### src/rtl/VX_ag_tcu_pkg.sv
// Shared types and widths for the TCU macro-op issue sequencer.
package VX_ag_tcu_pkg;

    localparam int TCU_SCALE_W = 9;
    localparam int TCU_STEP_W  = 4;
    localparam int TCU_IDX_W   = 2 * TCU_STEP_W;

    typedef enum logic [1:0] {
        TCU_IDLE  = 2'd0,
        TCU_DRAIN = 2'd1,
        TCU_ISSUE = 2'd2
    } tcu_state_e;

    // Linear micro-op index for step (m, n) with m outer and n inner.
    function automatic logic [TCU_IDX_W-1:0] tcu_step_index(
        input logic [TCU_STEP_W-1:0] m,
        input logic [TCU_STEP_W-1:0] n,
        input logic [TCU_STEP_W-1:0] n_cnt
    );
        return TCU_IDX_W'(m) * (TCU_IDX_W'(n_cnt) + TCU_IDX_W'(1)) + TCU_IDX_W'(n);
    endfunction

endpackage

### src/rtl/VX_gpu_pkg.sv
// Machine-wide widths shared by the GPU core blocks.
package VX_gpu_pkg;

    localparam int UUID_WIDTH    = 44;
    localparam int NW_WIDTH      = 4;
    localparam int PC_BITS       = 32;
    localparam int NUM_REGS_BITS = 6;

endpackage

### src/rtl/VX_ag_tcu_step_counter.sv
// Nested m/n step counter: n is the inner loop, wraps to (0,0) after the last step.
module VX_ag_tcu_step_counter
    import VX_ag_tcu_pkg::*;
(
    input  logic                  clk,
    input  logic                  reset,
    input  logic                  clear_i,
    input  logic                  advance_i,
    input  logic [TCU_STEP_W-1:0] m_cnt_i,
    input  logic [TCU_STEP_W-1:0] n_cnt_i,
    output logic [TCU_STEP_W-1:0] step_m_o,
    output logic [TCU_STEP_W-1:0] step_n_o,
    output logic                  last_o
);

    logic [TCU_STEP_W-1:0] m_q, m_d;
    logic [TCU_STEP_W-1:0] n_q, n_d;
    logic                  m_end, n_end;

    assign m_end    = (m_q == m_cnt_i);
    assign n_end    = (n_q == n_cnt_i);
    assign last_o   = m_end && n_end;
    assign step_m_o = m_q;
    assign step_n_o = n_q;

    always_comb begin
        m_d = m_q;
        n_d = n_q;
        if (clear_i) begin
            m_d = '0;
            n_d = '0;
        end else if (advance_i) begin
            if (n_end) begin
                n_d = '0;
                m_d = m_end ? '0 : m_q + TCU_STEP_W'(1);
            end else begin
                n_d = n_q + TCU_STEP_W'(1);
            end
        end
    end

    always_ff @(posedge clk) begin
        if (reset) begin
            m_q <= '0;
            n_q <= '0;
        end else begin
            m_q <= m_d;
            n_q <= n_d;
        end
    end

endmodule

### src/rtl/vx_ag_tcu_issue_seq.sv
// Expands one TCU macro-op into an m x n sequence of micro-ops, bounding the number
// in flight and only switching the block scale once every older micro-op has retired.
module vx_ag_tcu_issue_seq
    import VX_gpu_pkg::*;
    import VX_ag_tcu_pkg::*;
#(
    parameter int MAX_INFLIGHT = 8
) (
    input  logic                     clk,
    input  logic                     reset,

    input  logic                     req_valid,
    output logic                     req_ready,
    input  logic [UUID_WIDTH-1:0]    req_uuid,
    input  logic [NW_WIDTH-1:0]      req_wid,
    input  logic [PC_BITS-1:0]       req_PC,
    input  logic [NUM_REGS_BITS-1:0] req_rd,
    input  logic [TCU_STEP_W-1:0]    req_m_cnt,
    input  logic [TCU_STEP_W-1:0]    req_n_cnt,
    input  logic [3:0]               req_fmt_s,
    input  logic [3:0]               req_fmt_d,
    input  logic [TCU_SCALE_W-1:0]   req_scale,

    output logic                     uop_valid,
    input  logic                     uop_ready,
    output logic [UUID_WIDTH-1:0]    uop_uuid,
    output logic [NW_WIDTH-1:0]      uop_wid,
    output logic [PC_BITS-1:0]       uop_PC,
    output logic [NUM_REGS_BITS-1:0] uop_rd,
    output logic [TCU_STEP_W-1:0]    uop_step_m,
    output logic [TCU_STEP_W-1:0]    uop_step_n,
    output logic [3:0]               uop_fmt_s,
    output logic [3:0]               uop_fmt_d,
    output logic                     uop_last,

    input  logic                     retire,
    output logic [TCU_SCALE_W-1:0]   scale_combined,
    output logic                     busy,
    output logic                     done,
    output logic                     err_underflow
);

    localparam int CNT_W = $clog2(MAX_INFLIGHT) + 1;

    tcu_state_e state_q, state_d;

    logic [UUID_WIDTH-1:0]    uuid_q;
    logic [NW_WIDTH-1:0]      wid_q;
    logic [PC_BITS-1:0]       pc_q;
    logic [NUM_REGS_BITS-1:0] rd_q;
    logic [TCU_STEP_W-1:0]    m_cnt_q;
    logic [TCU_STEP_W-1:0]    n_cnt_q;
    logic [3:0]               fmt_s_q;
    logic [3:0]               fmt_d_q;
    logic [TCU_SCALE_W-1:0]   pend_scale_q;

    logic [TCU_SCALE_W-1:0]   scale_q, scale_d;
    logic [CNT_W-1:0]         inflight_q, inflight_d;
    logic                     err_q, err_d;
    logic                     done_q, done_d;

    logic                     req_accept;
    logic                     uop_fire;
    logic                     retire_ok;
    logic                     inflight_zero;
    logic [TCU_STEP_W-1:0]    step_m, step_n;
    logic                     step_last;

    assign inflight_zero = (inflight_q == '0);
    assign req_ready     = (state_q == TCU_IDLE);
    assign req_accept    = req_valid && req_ready;
    assign uop_valid     = (state_q == TCU_ISSUE) && (inflight_q < CNT_W'(MAX_INFLIGHT));
    assign uop_fire      = uop_valid && uop_ready;
    assign retire_ok     = retire && !inflight_zero;

    VX_ag_tcu_step_counter u_step (
        .clk       (clk),
        .reset     (reset),
        .clear_i   (req_accept),
        .advance_i (uop_fire),
        .m_cnt_i   (m_cnt_q),
        .n_cnt_i   (n_cnt_q),
        .step_m_o  (step_m),
        .step_n_o  (step_n),
        .last_o    (step_last)
    );

    always_comb begin
        state_d = state_q;
        scale_d = scale_q;
        done_d  = 1'b0;
        case (state_q)
            TCU_IDLE: begin
                if (req_accept) begin
                    // Scale may only switch with nothing in flight; equal scale needs no drain.
                    if ((req_scale == scale_q) || inflight_zero) begin
                        scale_d = req_scale;
                        state_d = TCU_ISSUE;
                    end else begin
                        state_d = TCU_DRAIN;
                    end
                end
            end
            TCU_DRAIN: begin
                if (inflight_zero) begin
                    scale_d = pend_scale_q;
                    state_d = TCU_ISSUE;
                end
            end
            TCU_ISSUE: begin
                if (uop_fire && step_last) begin
                    done_d  = 1'b1;
                    state_d = TCU_IDLE;
                end
            end
            default: state_d = TCU_IDLE;
        endcase
    end

    always_comb begin
        inflight_d = inflight_q + CNT_W'(uop_fire) - CNT_W'(retire_ok);
        err_d      = err_q | (retire && inflight_zero);
    end

    always_ff @(posedge clk) begin
        if (reset) begin
            state_q    <= TCU_IDLE;
            scale_q    <= '0;
            inflight_q <= '0;
            err_q      <= 1'b0;
            done_q     <= 1'b0;
        end else begin
            state_q    <= state_d;
            scale_q    <= scale_d;
            inflight_q <= inflight_d;
            err_q      <= err_d;
            done_q     <= done_d;
        end
    end

    always_ff @(posedge clk) begin
        if (reset) begin
            uuid_q       <= '0;
            wid_q        <= '0;
            pc_q         <= '0;
            rd_q         <= '0;
            m_cnt_q      <= '0;
            n_cnt_q      <= '0;
            fmt_s_q      <= '0;
            fmt_d_q      <= '0;
            pend_scale_q <= '0;
        end else if (req_accept) begin
            uuid_q       <= req_uuid;
            wid_q        <= req_wid;
            pc_q         <= req_PC;
            rd_q         <= req_rd;
            m_cnt_q      <= req_m_cnt;
            n_cnt_q      <= req_n_cnt;
            fmt_s_q      <= req_fmt_s;
            fmt_d_q      <= req_fmt_d;
            pend_scale_q <= req_scale;
        end
    end

    assign uop_uuid       = uuid_q;
    assign uop_wid        = wid_q;
    assign uop_PC         = pc_q;
    assign uop_rd         = rd_q + NUM_REGS_BITS'(tcu_step_index(step_m, step_n, n_cnt_q));
    assign uop_step_m     = step_m;
    assign uop_step_n     = step_n;
    assign uop_fmt_s      = fmt_s_q;
    assign uop_fmt_d      = fmt_d_q;
    assign uop_last       = step_last;

    assign scale_combined = scale_q;
    assign busy           = (state_q != TCU_IDLE) || !inflight_zero;
    assign done           = done_q;
    assign err_underflow  = err_q;

endmodule

### config.mk
export PLATFORM = sky130hd
export DESIGN_NAME = vx_ag_tcu_issue_seq
export DESIGN_NICKNAME = d
export VERILOG_FILES = /design/src/rtl/VX_ag_tcu_pkg.sv /design/src/rtl/VX_gpu_pkg.sv /design/src/rtl/VX_ag_tcu_step_counter.sv /design/src/rtl/vx_ag_tcu_issue_seq.sv
export SDC_FILE = /design/constraint.sdc
export NUM_CORES = 1
export LEC_CHECK = 0
export ABC_AREA = 1
export CAP_MARGIN = 20
export CORE_MARGIN = 4
export CORE_UTILIZATION = 48
export DETAILED_ROUTE_END_ITERATION = 6
export GPL_ROUTABILITY_DRIVEN = 0
export GPL_TIMING_DRIVEN = 0
export PLACE_DENSITY = 0.86
export SLEW_MARGIN = 10
export SYNTH_ARGS = -nofsm -noshare
export SYNTH_HDL_FRONTEND = slang
export SYNTH_HIERARCHICAL = 1
export SYNTH_SLANG_ARGS = --single-unit
### constraint.sdc
create_clock -name clk -period 9.73 [get_ports clk]
set_clock_uncertainty 0.05 [all_clocks]
set_input_delay 2.4325 -clock clk [delete_from_list [all_inputs] [get_ports clk]]
set_output_delay 2.4325 -clock clk [all_outputs]
set_load 0.005 [all_outputs]
==> impl_metrics.tcl <==
set metrics [dict create \
    status "finished, final reports clean" \
    fillCellCount 927 \
    die_x_um 120 \
    hold_viol_final 0 \
    hp-start "pend_scale_q[6]$_SDFFE_PP0P_" \
    critPathKind "reg2out" \
    cts.clk_slew.worst_paths_ps 50 \
    routed_wirelength_mm 18.1 \
    io_pins 233 \
    post_drt_wl_per_cell_um 14.4 \
    coreArea_sq_mm 0.0122 \
    final_util_pct 74.8 \
    arrival_ps 4570 \
    worst_pin_slew_ps 528 \
    crit_start "n_cnt_q[0]$_SDFFE_PP0P_" \
    track_usage_pct 25.2 \
    via_per_inst 4.81 \
    rows 40 \
    clock_latency_ps 400 \
    antenna_found_initial 0 \
    p_leak_nw 3.97 \
    report.final.slew_viol_count 0 \
    crit_fanout 8 \
    clk_path_buf_depth 2 \
    cts_hold_buf 0 \
    drcViolationCount 0 \
    ctsResizeCount 0 \
    grt_pass1_vias 6113 \
    fin_crit_sh_pct 72.5 \
    nets 1221 \
    yosysSeqAreaShare_pct 44.9 \
    cts_setup_buffers 0 \
    initial_core_util_pct 49.7 \
    dp_hpwl_mm 13.7 \
    synth_fp_nets 970 \
    grt_pass1_wl_mm 29.1 \
    maxSlewHeadroom_pct 64.8 \
    detail-route-antenna-nets 0 \
    ys_ff_latch 136 \
    cp-end-kind "output pin" \
    die_h_um 120 \
    clock_sinks 136 \
    dr.pass1.iters 5 \
    dr_total_vias 6052 \
    p_per_area_mw_per_mm2 246 \
    cp.required_ps 7250 \
    fmax_ghz 0.142 \
    area_growth_pct 50.6 \
    drv_cap 0 \
    setup_violations 0 \
    drive_above_1_share_pct 5.88 \
    ys_types 28 \
    rsz0062_at_grt "false" \
    ir_worst_vdd_v 0.000189 \
    synth.avg_cell_area_sq_um 7.36 \
    port_buffers 232 \
    netlist_instances 825 \
    ys_warn_count 6 \
    die-area_sq_mm 0.0145 \
    syn_area_sq_mm 0.00607 \
    hold_slack_ps 413 \
    clockRootBuffer "clkbuf_16" \
    fin_crit_ps 7050 \
    start_kind "register" \
    drtIter0Drc 379 \
    tritoncts "yes" \
    htree_levels 4 \
    cts_buffers 17 \
    grt_start_max_net_pins 17 \
    hold_class "reg2reg" \
    grt_overflow_total 0 \
    fin_setup_tns_ps 0 \
    n_antenna_cell 0 \
    worstReg2RegStart "state_q[1]$_SDFFE_PP0P_" \
]
cell type report:
cell class	instances	area [sq um]	area share, %
Buffer	39	166	1.82
Tap cell	168	210	2.30
Timing Repair Buffer	232	2320	25.4
Clock inverter	8	46.3	0.507
Inverter	88	330	3.61
Clock buffer	24	492	5.38
Sequential cell	136	2720	29.8
Multi-Input combinational cell	562	2850	31.2
report_power, final:
group,internal (W),leakage [nW],switching (W)
registers,0.000697,1.13,0.0000812
logic,0.000423,2.58,0.000472
clock network,0.000350,0.270,0.000227
total,0.00147,3.97,0.000781
worst max-delay path, cell delays in order (launching register included):
cell and delay, ps:
dfxtp_1 480, ha_1 260, xor2_1 280, nand2_1 120, fa_1 500, fa_1 530, fa_1 540, inv_1 40
ha_1 330, nand2_1 80, nand2_1 50, a31oi_1 190, inv_1 80, nand2_2 80, nand3_1 60, nand2_1 70
clkdlybuf4s50_1 490
synthesized netlist by cell type (all sizes together):
master / n / share of area [%]
nor2: 253 / 16
dfxtp: 136 / 45
o21ai: 118 / 9.7
nand2: 100 / 6.4
inv: 88 / 5.4
clkbuf: 27 / 1.7
a21oi: 26 / 2.1
ha: 16 / 3.3
fa: 13 / 4.3
buf: 12 / 1.1
xnor2: 12 / 1.7
nand3: 11 / 1.3
nand4: 4 / 0.41
xor2: 4 / 0.70
a211oi: 1 / 0.12
a31oi: 1 / 0.10
mux2: 1 / 0.19
o211ai: 1 / 0.12
o21a: 1 / 0.12
logic make-up after synthesis:
logic type	Yosys count	share of synthesized area (%)
xor+xnor	16	2.43
compound gates	148	12.3
flops	136	44.9
mux	1	0.186
fa+ha+maj	29	7.59
buf+inv	127	8.18
simple gates	368	24.4
sequential cells by signal (all words and copies together) (netlist names), 6 cells and up:
register / flops
uop_uuid: 44
pend_scale_q: 9
uop_PC: 32
rd_q: 6
scale_combined: 9
path summary, 6_finish.rpt:
kind                                                     end  slack, ps  cells past startpoint
worst min-delay path            pend_scale_q[6]$_SDFFE_PP0P_        410                      2
worst min register to register  pend_scale_q[6]$_SDFFE_PP0P_        410                      2
worst max-delay path                               uop_rd[5]       2680                     16
worst max register to register      inflight_q[2]$_SDFF_PP0_       7660                     12
stage by stage:
| stage | instance area (sq um) | std cells | setup WS (ps) | total power, W |
|---|---|---|---|---|
| CTS | 9140 | 1257 | 2660 | 0.00227 |
| global route | 9140 | 1257 | 2340 | 0.00241 |
| global placement | 8600 | 1225 | 3160 | 0.00165 |
| finish | 9140 | 1257 | 2680 | 0.00225 |
| detailed placement | 8600 | 1225 | 3100 | 0.00168 |
| floorplan | 6070 | 825 | 3850 | 0.00125 |
routing by layer:
metal	vias to the layer above	track usage, %	share of wire (%)
met5	-	0	0
met4	0	9.70	2.3
met3	30	9.17	7.8
met2	208	43.3	50
met1	2743	28.5	40
li1	3071	-	-
cells in the final DEF (no fill, tap or decap), drive strengths merged, types with 4 or more instances in the layout:
cell           count
dfxtp            136
o21ai            118
nand3             11
ha                16
nand2            100
clkinv             7
xor2               4
xnor2             12
nor2             253
buf               12
fa                13
clkbuf            51
nand4              4
a21oi             26
inv               88
clkdlybuf4s50    232
(Power assumes the default switching activity.)
